--- src/rtl/multdiv_pkg.sv ---
// Shared types and defaults for the iterative MULT/DIV unit.
// The optional divide-by-zero shortcut is enabled with MULTDIV_DIVZERO_EN.
package multdiv_pkg;

  localparam int MD_WIDTH = 32;
  localparam int MD_CNT_W = 6;

  typedef enum logic [1:0] {
    IDLE,
    RUN,
    FIX,
    DONE
  } md_state_t;

  typedef enum logic {
    OP_MULT,
    OP_DIV
  } md_op_t;

endpackage

--- src/rtl/twos_neg.sv ---
// Conditional two's-complement negate, used for operand magnitudes
// and for the final sign fix-up of product, quotient and remainder.
module twos_neg #(
  parameter int WIDTH = 32
) (
  input  logic [WIDTH-1:0] value,
  input  logic             neg,
  output logic [WIDTH-1:0] result
);

  assign result = neg ? (~value + WIDTH'(1)) : value;

endmodule

--- src/rtl/mult_div_unit.sv ---
// Iterative signed MULT/DIV with HI/LO result registers.
// Define MULTDIV_DIVZERO_EN to add div_zero and the divide-by-zero shortcut.
module mult_div_unit
  import multdiv_pkg::*;
#(
  parameter int WIDTH = MD_WIDTH,
  parameter int CNT_W = MD_CNT_W
) (
  input  logic             clock,
  input  logic             reset,
  input  logic             start,
  input  logic             op,
  input  logic [WIDTH-1:0] rs,
  input  logic [WIDTH-1:0] rt,
  output logic             busy,
  output logic             done,
  output logic [WIDTH-1:0] hi,
  output logic [WIDTH-1:0] lo
`ifdef MULTDIV_DIVZERO_EN
  ,
  output logic             div_zero
`endif
);

  localparam int AW = 2 * WIDTH + 1;

  md_state_t          state;
  md_state_t          state_nx;
  md_op_t             op_q;
  logic               sa;
  logic               sb;
  logic [WIDTH-1:0]   a;
  logic [WIDTH-1:0]   b;
  logic [WIDTH-1:0]   rs_abs;
  logic [WIDTH-1:0]   rt_abs;
  logic [AW-1:0]      acc;
  logic [AW-1:0]      acc_nx;
  logic [AW-1:0]      shl;
  logic [WIDTH:0]     sum;
  logic [CNT_W-1:0]   cnt;
  logic [2*WIDTH-1:0] prod;
  logic [WIDTH-1:0]   quo;
  logic [WIDTH-1:0]   rem;
  logic               accept;
  logic               dz_hit;
  logic               busy_nx;
  logic               done_nx;

  assign accept = (state == IDLE) && start;

`ifdef MULTDIV_DIVZERO_EN
  logic dz_q;
  assign dz_hit = op && (rt == '0);
`else
  assign dz_hit = 1'b0;
`endif

  twos_neg #(.WIDTH(WIDTH)) u_abs_rs (
    .value  (rs),
    .neg    (rs[WIDTH-1]),
    .result (rs_abs)
  );

  twos_neg #(.WIDTH(WIDTH)) u_abs_rt (
    .value  (rt),
    .neg    (rt[WIDTH-1]),
    .result (rt_abs)
  );

  twos_neg #(.WIDTH(2 * WIDTH)) u_fix_prod (
    .value  (acc[2*WIDTH-1:0]),
    .neg    (sa ^ sb),
    .result (prod)
  );

  // A zero divisor leaves the all-ones quotient unsigned.
  twos_neg #(.WIDTH(WIDTH)) u_fix_quo (
    .value  (acc[WIDTH-1:0]),
    .neg    ((sa ^ sb) && (b != '0)),
    .result (quo)
  );

  twos_neg #(.WIDTH(WIDTH)) u_fix_rem (
    .value  (acc[2*WIDTH-1:WIDTH]),
    .neg    (sa),
    .result (rem)
  );

  always_ff @(posedge clock) begin
    if (reset) begin
      state <= IDLE;
    end else begin
      state <= state_nx;
    end
  end

  always_comb begin
    state_nx = state;
    unique case (state)
      IDLE: begin
        if (start) begin
          state_nx = dz_hit ? DONE : RUN;
        end
      end
      RUN: begin
        if (cnt == CNT_W'(1)) begin
          state_nx = FIX;
        end
      end
      FIX:  state_nx = DONE;
      DONE: state_nx = IDLE;
    endcase
  end

  always_comb begin
    busy_nx = (state_nx == RUN) || (state_nx == FIX);
    done_nx = (state == DONE);
  end

  // One shift-add or shift-subtract step of the accumulator.
  always_comb begin
    acc_nx = acc;
    sum    = '0;
    shl    = '0;
    if (op_q == OP_MULT) begin
      sum    = {1'b0, acc[2*WIDTH-1:WIDTH]}
             + (acc[0] ? {1'b0, a} : '0);
      acc_nx = {1'b0, sum, acc[WIDTH-1:1]};
    end else begin
      shl = acc << 1;
      if (shl[AW-1:WIDTH] >= {1'b0, b}) begin
        shl[AW-1:WIDTH] = shl[AW-1:WIDTH] - {1'b0, b};
        shl[0]          = 1'b1;
      end
      acc_nx = shl;
    end
  end

  always_ff @(posedge clock) begin
    if (reset) begin
      busy <= 1'b0;
      done <= 1'b0;
      hi   <= '0;
      lo   <= '0;
      cnt  <= '0;
      acc  <= '0;
      a    <= '0;
      b    <= '0;
      sa   <= 1'b0;
      sb   <= 1'b0;
      op_q <= OP_MULT;
    end else begin
      busy <= busy_nx;
      done <= done_nx;
      unique case (state)
        IDLE: begin
          if (accept) begin
            op_q <= md_op_t'(op);
            a    <= rs_abs;
            b    <= rt_abs;
            sa   <= rs[WIDTH-1];
            sb   <= rt[WIDTH-1];
            cnt  <= CNT_W'(WIDTH);
            acc  <= op ? {(WIDTH + 1)'(0), rs_abs}
                       : {(WIDTH + 1)'(0), rt_abs};
          end
        end
        RUN: begin
          acc <= acc_nx;
          cnt <= cnt - CNT_W'(1);
        end
        FIX: begin
          if (op_q == OP_MULT) begin
            hi <= prod[2*WIDTH-1:WIDTH];
            lo <= prod[WIDTH-1:0];
          end else begin
            hi <= rem;
            lo <= quo;
          end
        end
        DONE: begin
        end
      endcase
    end
  end

`ifdef MULTDIV_DIVZERO_EN
  always_ff @(posedge clock) begin
    if (reset) begin
      dz_q     <= 1'b0;
      div_zero <= 1'b0;
    end else begin
      if (accept) begin
        dz_q <= dz_hit;
      end
      div_zero <= (state == DONE) && dz_q;
    end
  end
`endif

endmodule

--- config.mk ---
export PLATFORM = sky130hd
export DESIGN_NAME = mult_div_unit
export DESIGN_NICKNAME = d
export VERILOG_FILES = /design/src/rtl/multdiv_pkg.sv /design/src/rtl/twos_neg.sv /design/src/rtl/mult_div_unit.sv
export SDC_FILE = /design/constraint.sdc
export NUM_CORES = 1
export LEC_CHECK = 0
export BUFFER_PORTS_ARGS = -buffer_cell sky130_fd_sc_hd__buf_4
export CORE_UTILIZATION = 25
export CTS_BUF_LIST = sky130_fd_sc_hd__clkbuf_4 sky130_fd_sc_hd__clkbuf_8 sky130_fd_sc_hd__clkbuf_16
export CTS_CLUSTER_SIZE = 40
export DETAILED_ROUTE_END_ITERATION = 6
export HOLD_SLACK_MARGIN = 0.02
export PLACE_DENSITY = 0.38
export SLEW_MARGIN = 10
export SYNTH_ARGS = -nofsm -noshare
export SYNTH_HDL_FRONTEND = slang
export SYNTH_SLANG_ARGS = --single-unit
export TNS_END_PERCENT = 30
--- constraint.sdc ---
create_clock -name clock -period 4.4 [get_ports clock]
set_clock_uncertainty 0.05 [all_clocks]
set_input_delay 0.44 -clock clock [delete_from_list [all_inputs] [get_ports clock]]
set_output_delay 0.44 -clock clock [all_outputs]
set_load 0.01 [all_outputs]
==> results by group, run 1 <==
Run status
  • Status: completed

Synthesis
  • Number of synthesized flops with an enable pin: 0
  • Unique masters post-synth: 69
  • Multiplexer share of the synthesized area: roughly 4.1%
  • Post-Syn Nets: 2020
  • Post-synth top cells: nor2_1 (249), dfxtp_1 (205), a211oi_1 (141)
  • Simple-gate share of the synthesized area: 19.9%
  • Post-synth top area share: 28.2%
  • Most used DFF post-synth: dfxtp_1
  • Largest family of logic cells by synthesized area: compound AO/OA/AOI/OAI gates
  • Synth Instances: around 1900
  • Syn avg cell area: a little under 8 µm²
  • Yosys warns: 0
  • Post-Synth Adder-Cell Area: about 6.3%
  • Top cells by area, synth: dfxtp_1 (28%), a211oi_1 (7.3%), nor2_1 (6.4%)
  • Seq/Total Area, Yosys: between 20% and 30%
  • Post-synthesis compound-gate area fraction: 26.4%
  • Yosys top cell by area: dfxtp_1
  • Most numerous cell in the Yosys netlist: nor2_1
  • Fraction of registers with async set/reset: 0%
  • Synthesis-stage register bit count: 205
  • XOR/XNOR Fraction of Synth Area: around a tenth
  • Cell Area, Synth: between 0.01 and 0.015 mm²

Timing
  • Worst hold slack: 165 ps
  • Fin Setup TNS: 0 ps
  • Crit share post-route: approximately 91%
  • Final Max Tran Viols: 0
  • Worst slew margin: 41.0%
  • Final setup fails: 0
  • RSZ-0062 raised after global routing: false
  • Worst-Margin Slew: 874 ps
  • Final hold vios: 0
  • Fmax: 0.249 GHz
  • Setup ws final: 379 ps
  • Post-layout minimum cycle time: 4020 ps

Die
  • Core area: 0.0576 mm²
  • Chip height: 243 µm
  • Site Rows: between 80 and 90
  • Die width: 243 µm
  • IO Pins: 134
  • Die footprint: 0.0592 mm²
  • Initial Util: 25.3%

Critical path
  • Maximum fanout along the worst path: 9
  • CP most frequent cell: a21oi_1
  • CP bufs+invs: 1
  • Crit-path slowest cell: dfxtp_1
  • Worst EP arrival: 4400 ps
  • Setup CP Type: reg -> reg
  • CP endpoint kind: flop
  • CP top delay family: compound AO/OA/AOI/OAI gates
  • Worst EP required: 4780 ps
  • Crit path cell chain: ha_1 > inv_1 > fa_1 > nand2b_1 > a21oi_1 > o21ai_0 > o31ai_1 > a21oi_1 > o41a_1 > o21ai_1 > a31oi_1 > a2111oi_0
  • CP startpoint kind: flop
  • Slowest stage delay, CP: between 500 and 600 ps

Route
  • Avg WL per Cell: 21.1 µm
  • DRT iter0 DRCs: 855
  • Detailed Routing Iterations Pass 1: 5
  • Drt total wl: 58.0 mm
  • Vias per std cell: 5.15
  • Post-route ant nets: 0
  • Vias after detailed routing: 14100
  • DRC: 0

Clocking
  • Clock Sinks: slightly above 200
  • CTS Hold Bufs: 0
  • Total CTS buffers: 27
  • H-Tree Depth: 1
  • Max Root-Sink Buffers: 3
  • Worst skew pair latency: 550 ps
  • Root buf cell: clkbuf_16
  • Resized Gates After CTS: 0
  • Post-CTS Setup Repair Bufs: 0
  • Clock tree from TritonCTS: yes
  • Clock Pin Slew Worst Setup and Hold Paths: 60 ps

Finish
  • Layout Nets: between 2000 and 2500
  • Register Area: 0.00411 mm²
  • Ant. Diodes: 0
  • Filler Cell Count: 6251
  • Share of post-route cells with drive strength above 1: approximately an eighth
  • Syn-to-layout area delta: 18.9%
  • Multi-input combinational cell area: 0.00980 mm²

Global routing
  • Met2 GRT Util: 30.9%
  • Total GRT Usage: 18.9%
  • Vias in the first global route: approximately 14000
  • Met3 usage: 2.28%
  • GR Overflow Total: 0
  • Initial antenna violation count: 0
  • Largest net degree at the start of global routing: 117
  • First-pass GRT wire length: 86.1 mm
  • GR peak layer: met2
  • Met1 usage: 25.9%

Job
  • Max-cap violations: 0

Place
  • Gpl congestion: slightly below 0.9
  • Input/output buffers: roughly 130
  • Dpl hpwl: 44.9 mm
  • DP Worst Slack: 397 ps

Pwr
  • Leak: 0.00696 µW
  • Final Power: roughly 6000 µW
  • Pwr per Cell Area: 347 mW/mm²
  • Worst vdd ir: about 0.23 mV

Hold path
  • Hold crit path type: in -> reg
==> sequential cells by signal (all words and copies together) (netlist names), 2 cells and up <==
signal and flops:
hi 32, b 32, cnt 6, state 2, lo 32, acc 64, a 32
==> logic make-up (layout without fill, tap and decap cells) <==
family | Yosys count | in the layout
multiplexers | 60 | 60
buffers and inverters | 183 | 284
AND/OR/NAND/NOR | 614 | 614
adder cells (fa/ha/maj) | 72 | 72
AO/OA/AOI/OAI | 574 | 574
flip-flops | 205 | 205
XOR/XNOR | 172 | 172
==> per-layer routing <==
metal / up-vias / wire (µm)
li1: 6996 / -
met1: 6794 / 27400
met2: 273 / 26800
met3: 80 / 2200
met4: 0 / 1630
met5: - / 0
==> through the flow <==
stage / instance area (µm²) / std cells / util [%]
final: 17300 / 2746 / 30.1
after global routing: 17300 / 2746 / 30.1
after CTS: 17300 / 2746 / 30.1
after detailed placement: 16500 / 2703 / 28.6
after floorplan: 14600 / 1880 / -
after global placement: 16500 / 2703 / 28.6
==> cells in the final DEF, fill, tap and decap left out, types with 11 or more instances in the layout <==
| cell type | count |
|---|---|
| nor2_1 | 246 |
| dfxtp_1 | 204 |
| buf_4 | 178 |
| a211oi_1 | 141 |
| nand2_1 | 136 |
| a21oi_1 | 118 |
| xor2_1 | 104 |
| o21ai_0 | 103 |
| ha_1 | 70 |
| xnor2_1 | 68 |
| inv_1 | 59 |
| mux2i_1 | 59 |
| nor3_1 | 50 |
| and2_1 | 38 |
| a21o_1 | 33 |
| o31ai_1 | 30 |
| clkbuf_16 | 27 |
| nand3_1 | 23 |
| or3_1 | 17 |
| o41ai_1 | 17 |
| nand4_1 | 16 |
| o211ai_1 | 16 |
| or4_1 | 15 |
| nor4_1 | 14 |
| nor2b_1 | 12 |
| o21a_1 | 12 |
| a22oi_1 | 12 |
| a31oi_1 | 11 |
==> power breakdown <==
part / total, µW / leakage [µW] / internal [µW] / switching (µW)
registers: 2150 / 0.00168 / 2000 / 155
clock network: 2150 / 0.000422 / 1260 / 883
logic: 1720 / 0.00486 / 632 / 1080
==> path summary, 6_finish.rpt <==
path | startpoint | slack, ps | endpoint | cells past startpoint
max | acc[32] | 380 | acc[63] | 12
min | rt[0] | 160 | b[0] | 3
max reg2reg | acc[32] | 380 | acc[63] | 12
min reg2reg | a[0] | 400 | a[0] | 2
==> layout make-up <==
class / count / share of cell area [%]
multi-input combinational: 1492 / 56.6
sequential: 205 / 23.7
timing repair buffer: 182 / 8.13
tap: 765 / 5.53
clock buffer: 36 / 4.43
inverter: 59 / 1.28
clock inverter: 7 / 0.347
==> tightest hold or removal path, cell delays in order <==
cell and delay, ps:
buf_4 140, nand2_1 70, a21oi_1 60
No activity file was read; power rests on OpenSTA's default activity.
==> run 2: changes to the inputs <==
--- a/config.mk
+++ b/config.mk
@@ -7,7 +7,6 @@
 export LEC_CHECK = 0
 export BUFFER_PORTS_ARGS = -buffer_cell sky130_fd_sc_hd__buf_4
 export CORE_UTILIZATION = 25
-export CTS_BUF_LIST = sky130_fd_sc_hd__clkbuf_4 sky130_fd_sc_hd__clkbuf_8 sky130_fd_sc_hd__clkbuf_16
 export CTS_CLUSTER_SIZE = 40
 export DETAILED_ROUTE_END_ITERATION = 6
 export HOLD_SLACK_MARGIN = 0.02
==> constraint.sdc (replaced) <==
create_clock -name clock -period 4.3 [get_ports clock]
set_clock_uncertainty 0.05 [all_clocks]
set_input_delay 0.43 -clock clock [delete_from_list [all_inputs] [get_ports clock]]
set_output_delay 0.43 -clock clock [all_outputs]
set_load 0.01 [all_outputs]
==> run 2 against run 1 <==
Net effect:
- final cell count grew 0.80%
- sequential power grew 2%
- critical path depth is the same
- via count is essentially flat
- count of clock-buffer cells in the layout grew 6
- combinational power grew 2%
- global-route usage grew 0.30 points
- sequential share of layout area shrank 0.31 points
==> results by group, run 2 (synthesized netlist as in run 1, its figures left out) <==
Route
  • DRT iter0 DRCs: 736 (-14%)
  • Avg WL per Cell: 21.0 µm (-0.49%)
  • Drt total wl: 58.2 mm (+0.31%)
  • Vias after detailed routing: 14200 (+0.085%)
  • Post-route ant nets: 0 (unchanged)
  • Vias per std cell: 5.11 (-0.71%)
  • Detailed Routing Iterations Pass 1: 5 (unchanged)
  • DRC: 0 (unchanged)

Timing
  • Worst slew margin: 24.5% (-16 points)
  • Final Max Tran Viols: 0 (unchanged)
  • Fmax: 0.259 GHz (+4.2%)
  • Final setup fails: 0 (unchanged)
  • RSZ-0062 raised after global routing: false
  • Post-layout minimum cycle time: 3860 ps (-161 ps)
  • Setup ws final: 440 ps (+60.8 ps)
  • Worst hold slack: 136 ps (-29.1 ps)
  • Crit share post-route: 89.8% (-1.6 points)
  • Worst-Margin Slew: 1120 ps (+248 ps)
  • Final hold vios: 0 (unchanged)
  • Fin Setup TNS: 0 ps (unchanged)

Clocking
  • H-Tree Depth: 1 (unchanged)
  • Total CTS buffers: 28 (+3.7%)
  • Clock tree from TritonCTS: yes
  • Clock Sinks: 205 (unchanged)
  • Post-CTS Setup Repair Bufs: 0 (unchanged)
  • Max Root-Sink Buffers: 3 (unchanged)
  • Root buf cell: clkbuf_16
  • Resized Gates After CTS: 0 (unchanged)
  • Clock Pin Slew Worst Setup and Hold Paths: 60 ps (about the same)
  • CTS Hold Bufs: 0 (unchanged)
  • Worst skew pair latency: 570 ps (+20 ps)

Critical path
  • Worst EP arrival: 4260 ps (-140 ps)
  • CP endpoint kind: flop
  • Maximum fanout along the worst path: 37 (+28)
  • Crit-path slowest cell: or4_1
  • CP bufs+invs: 2 (+1)
  • CP startpoint kind: flop
  • Setup CP Type: reg -> reg
  • Slowest stage delay, CP: 540 ps (about the same)
  • Worst EP required: 4700 ps (-80 ps)
  • Crit path cell chain: inv_1 > ha_1 > and4_1 > a311oi_1 > o21ai_0 > or4_1 > a211o_1 > nand2_1 > buf_12 > mux2i_1 > a21oi_1 > a22o_1
  • CP top delay family: simple AND/OR/NAND/NOR gates

Job
  • Max-cap violations: 0 (unchanged)

Finish
  • Filler Cell Count: 6244 (-0.11%)
  • Layout Nets: 2120 (+0.62%)
  • Share of post-route cells with drive strength above 1: 13.5% (+0.72 points)
  • Final Cell Area: 0.0176 mm² (+1.3%)
  • Register name with the most flops: acc
  • Max reg flops: 64 (unchanged)
  • Commonest non-fill, non-tap cell in the layout: nor2_1
  • Syn-to-layout area delta: 20.5%
  • Non-filler cells, final: 2768 (+0.80%)
  • Most frequent cells in the layout: nor2_1 (246), dfxtp_1 (204), buf_4 (191)

Place
  • Area of placed instances: 0.0166 mm² (+0.47%)
  • Placed Instances: 2715 (+0.44%)
  • DP Worst Slack: 496 ps (+99.5 ps)
  • Dpl hpwl: 45.2 mm (+0.74%)
  • Gpl congestion: 0.911 (+4.7%)
  • Input/output buffers: 133 (unchanged)

Global routing
  • First-pass GRT wire length: 87.4 mm (+1.5%)
  • Largest net degree at the start of global routing: 78 (-33%)
  • GR peak layer: met2
  • Met3 usage: 2.46% (+0.18 points)
  • Total GRT Usage: 19.2% (+0.30 points)
  • Vias in the first global route: 14000 (+3.3%)
  • Met1 usage: 25.5% (-0.37 points)
  • GR Overflow Total: 0 (unchanged)
  • Initial antenna violation count: 2 (+2)
  • Met2 GRT Util: 31.7% (+0.77 points)

Die
  • Site Rows: 88 (unchanged)
  • Die footprint: 0.0592 mm² (unchanged)
  • Die width: 243 µm (unchanged)
  • Chip height: 243 µm (unchanged)
  • Initial Util: 25.3% (unchanged)
  • Core area: 0.0576 mm² (unchanged)
  • IO Pins: 134 (unchanged)

Pwr
  • Worst vdd ir: 0.233 mV (+0.40%)
  • Leak: 0.00709 µW (+1.8%)
  • Pwr per Cell Area: 367 mW/mm² (+5.6%)

Hold path
  • Hold crit path type: in -> reg

Run status
  • Status: completed
==> run 2: changes by cell type in the layout (fill, tap and decap cells not counted), sizes merged <==
cell | previous run | this run
clkinv | 6 | 7
buf | 182 | 194
bufinv | 1 | 2
clkbuf | 36 | 42
diode | 0 | 2
==> run 2: worst paths after layout <==
check	startpoint	endpoint	slack, ps	cells after the start
setup / recovery	b[30]	acc[41]	440	12
hold / removal	rs[0]	a[0]	140	3
setup reg to reg	b[30]	acc[41]	440	12
hold reg to reg	hi[23]	hi[23]	400	2
==> run 2: stage by stage <==
| stage | power (µW) | util (%) |
|---|---|---|
| after floorplan | 3360 | - |
| after global placement | 4010 | 28.8 |
| after detailed placement | 4010 | 28.8 |
| after CTS | 6520 | 30.5 |
| after global routing | 6790 | 30.5 |
| final | 6430 | 30.5 |
==> run 2: final cells by class <==
type                            instances  area, µm²  share of cell area, %
Antenna cell                            2       5.00                 0.0285
Clock buffer                           42        875                   4.98
Clock inverter                          9        103                  0.584
Inverter                               59        221                   1.26
Multi-Input combinational cell       1492       9800                   55.8
Sequential cell                       205       4110                   23.4
Tap cell                              765        957                   5.45
Timing Repair Buffer                  194       1490                   8.46
==> run 2: tightest hold or removal path, cell delays in order <==
cell and delay (ps):
buf_4 150, nand2_1 70, a21oi_1 50
==> run 2: where the power goes <==
part	total [µW]	switching [µW]	internal, µW	leakage, µW
Sequential	2200	152	2040	0.00168
Combinational	1760	1110	651	0.00492
Clock	2480	964	1510	0.000489
Total	6430	2220	4210	0.00709
==> run 2: metal layers <==
layer / share of wire [%] / wire (µm)
met2: 46 / 26900
met1: 47 / 27100
met4: 3.5 / 2040
met5: 0.022 / 13
met3: 3.7 / 2150
==> run 3: changes to the inputs <==
==> constraint.sdc (replaced) <==
create_clock -name clock -period 4.5 [get_ports clock]
set_clock_uncertainty 0.05 [all_clocks]
set_input_delay 0.45 -clock clock [delete_from_list [all_inputs] [get_ports clock]]
set_output_delay 0.45 -clock clock [all_outputs]
set_load 0.01 [all_outputs]
==> run 3 against run 2 <==
Net effect:
- non-clock buffer count down 21
- sequential share of layout area up 0.29 points
- power down 5.9%
- critical endpoint is now acc[63]
- critical path depth up 2
- highest routed layer is now met4
- worst hold slack better by 24 ps
- sequential power down 4%
- fmax up 0.11%
==> results by group, run 3 (synthesized netlist as in run 1, its figures left out) <==
Critical path
  • Origin of the critical flop-to-flop path: acc[0]
  • Maximum fanout along the worst path: 8 (-78%)
  • Slowest stage delay, CP: 490 ps (-50 ps)
  • Reg2reg setup slack: 640 ps (+200 ps)
  • Crit path cell chain: and2_1 > ha_1 > inv_1 > fa_1 > nand2b_1 > a21oi_1 > o21ai_0 > o31ai_1 > buf_4 > a21oi_1 > o41a_1 > o21ai_1 > a31oi_1 > a2111oi_0
  • CP startpoint kind: flop
  • CP top delay family: compound AO/OA/AOI/OAI gates
  • Crit-path slowest cell: dfxtp_1
  • Worst R2R End: acc[63]
  • Worst EP arrival: 4240 ps (-20 ps)
  • CP bufs+invs: 2 (unchanged)
  • Setup crit start: acc[0]
  • R2R depth: 14 (+2)
  • CP endpoint kind: flop
  • Worst EP required: 4890 ps (+190 ps)
  • CP most frequent cell: a21oi_1
  • Setup CP Type: reg -> reg

Hold path
  • Hold_sp: rt[0]
  • Hold crit path type: in -> reg
  • Hold Crit Depth: 3 (unchanged)
  • Hold Crit Endpoint: b[0]

Route
  • Drt total wl: 56.8 mm (-2.5%)
  • DR top layer: met4
  • WL met3: 2.28 mm (+6.2%)
  • Met1 wire length: 26.6 mm (-1.9%)
  • Vias per std cell: 5.11 (about the same)
  • Post-route ant nets: 0 (unchanged)
  • DRC: 0 (unchanged)
  • DRT iter0 DRCs: 825 (+12%)
  • Met2 wire length: 26.9 mm (+0.13%)
  • Avg WL per Cell: 20.7 µm (-1.5%)
  • Detailed Routing Iterations Pass 1: 5 (unchanged)
  • Vias after detailed routing: 14000 (-0.97%)

Timing
  • Final hold vios: 0 (unchanged)
  • Worst-Margin Slew: 971 ps (-151 ps)
  • Worst slew margin: 35.0% (+11 points)
  • Setup ws final: 644 ps (+204 ps)
  • Final Max Tran Viols: 0 (unchanged)
  • Worst hold slack: 159 ps (+23.5 ps)
  • Final setup fails: 0 (unchanged)
  • RSZ-0062 raised after global routing: false
  • Post-layout minimum cycle time: 3860 ps (-4.27 ps)
  • Fin Setup TNS: 0 ps (unchanged)
  • Fmax: 0.259 GHz (+0.11%)
  • Crit share post-route: 85.7% (-4.1 points)

Global routing
  • GR Overflow Total: 0 (unchanged)
  • Largest net degree at the start of global routing: 118 (+51%)
  • Vias in the first global route: 13600 (-3.2%)
  • First-pass GRT wire length: 85.3 mm (-2.3%)
  • Total GRT Usage: 18.7% (-0.53 points)
  • Initial antenna violation count: 0 (-2)

Place
  • DP Worst Slack: 687 ps (+190 ps)
  • Dpl hpwl: 44.2 mm (-2.2%)
  • Gpl congestion: 0.909 (-0.24%)
  • Placed Instances: 2694 (-0.77%)
  • Input/output buffers: 133 (unchanged)

Finish
  • Layout Nets: 2098 (-1.0%)
  • Register Area: 0.00411 mm² (unchanged)
  • Commonest non-fill, non-tap cell in the layout: nor2_1
  • Non-filler cells, final: 2742 (-0.94%)
  • Register name with the most flops: acc
  • Multi-input combinational cell area: 0.00980 mm² (unchanged)
  • Filler Cell Count: 6249 (+0.080%)
  • Syn-to-layout area delta: 19.1%
  • Max reg flops: 64 (unchanged)
  • Most frequent cells in the layout: nor2_1 (246), dfxtp_1 (204), buf_4 (169)
  • Share of post-route cells with drive strength above 1: 12.4% (-1.2 points)
  • Ant. Diodes: 0 (-2)

Clocking
  • Total CTS buffers: 27 (-3.6%)
  • Root buf cell: clkbuf_16
  • Worst skew pair latency: 550 ps (-20 ps)
  • Resized Gates After CTS: 0 (unchanged)
  • Clock Pin Slew Worst Setup and Hold Paths: 60 ps (about the same)
  • Post-CTS Setup Repair Bufs: 0 (unchanged)
  • H-Tree Depth: 1 (unchanged)
  • Clock Sinks: 205 (unchanged)
  • CTS Hold Bufs: 0 (unchanged)
  • Clock tree from TritonCTS: yes
  • Max Root-Sink Buffers: 3 (unchanged)

Pwr
  • Leak: 0.00694 µW (-2.0%)
  • Worst vdd ir: 0.270 mV (+16%)
  • Pwr per Cell Area: 349 mW/mm² (-4.8%)
  • Final Power: 6050 µW (-5.9%)

Die
  • Initial Util: 25.3% (unchanged)
  • Site Rows: 88 (unchanged)
  • Die footprint: 0.0592 mm² (unchanged)
  • IO Pins: 134 (unchanged)
  • Core area: 0.0576 mm² (unchanged)
  • Chip height: 243 µm (unchanged)
  • Die width: 243 µm (unchanged)

Job
  • Max-cap violations: 0 (unchanged)

Run status
  • Status: completed
[run 3: routing by layer]
metal / vias to the layer above / GRT usage, %
met5: - / 0
met4: 0 / 3.53
met3: 53 / 2.21
met2: 284 / 31.7
met1: 6687 / 25.3
li1: 6994 / -
[run 3: area by class of cell]
| cell class | count | share of cell area [%] |
|---|---|---|
| tap | 765 | 5.52 |
| timing repair buffer | 173 | 7.73 |
| sequential | 205 | 23.7 |
| clock inverter | 12 | 0.960 |
| multi-input combinational | 1492 | 56.5 |
| clock buffer | 36 | 4.32 |
| inverter | 59 | 1.28 |
[run 3: power breakdown]
group / leakage (µW) / internal, µW / total, µW / switching, µW
Combinational: 0.00481 / 614 / 1650 / 1040
Sequential: 0.00168 / 1950 / 2120 / 161
Clock: 0.000452 / 1390 / 2290 / 897
Total: 0.00694 / 3960 / 6050 / 2100
[run 3: worst max-delay path by stage]
| stage | to | slack (ps) | cells past startpoint |
|---|---|---|---|
| after CTS | acc[61] | 680 | 14 |
| after detailed placement | acc[61] | 690 | 14 |
| after global placement | acc[61] | 710 | 14 |
| final | acc[63] | 640 | 14 |
| after global routing | acc[63] | 250 | 14 |
| after floorplan | acc[61] | 850 | 13 |
[run 3: worst min-delay path, cell delays in order]
cell     delay [ps]
buf_4           150
nand2_1          60
a21oi_1          50
[run 3: stage by stage]
step                      instance area, µm²  util [%]
after floorplan                        14600         -
after global placement                 16400      28.5
after detailed placement               16400      28.5
after CTS                              17300      30.1
after global routing                   17300      30.1
final                                  17300      30.1
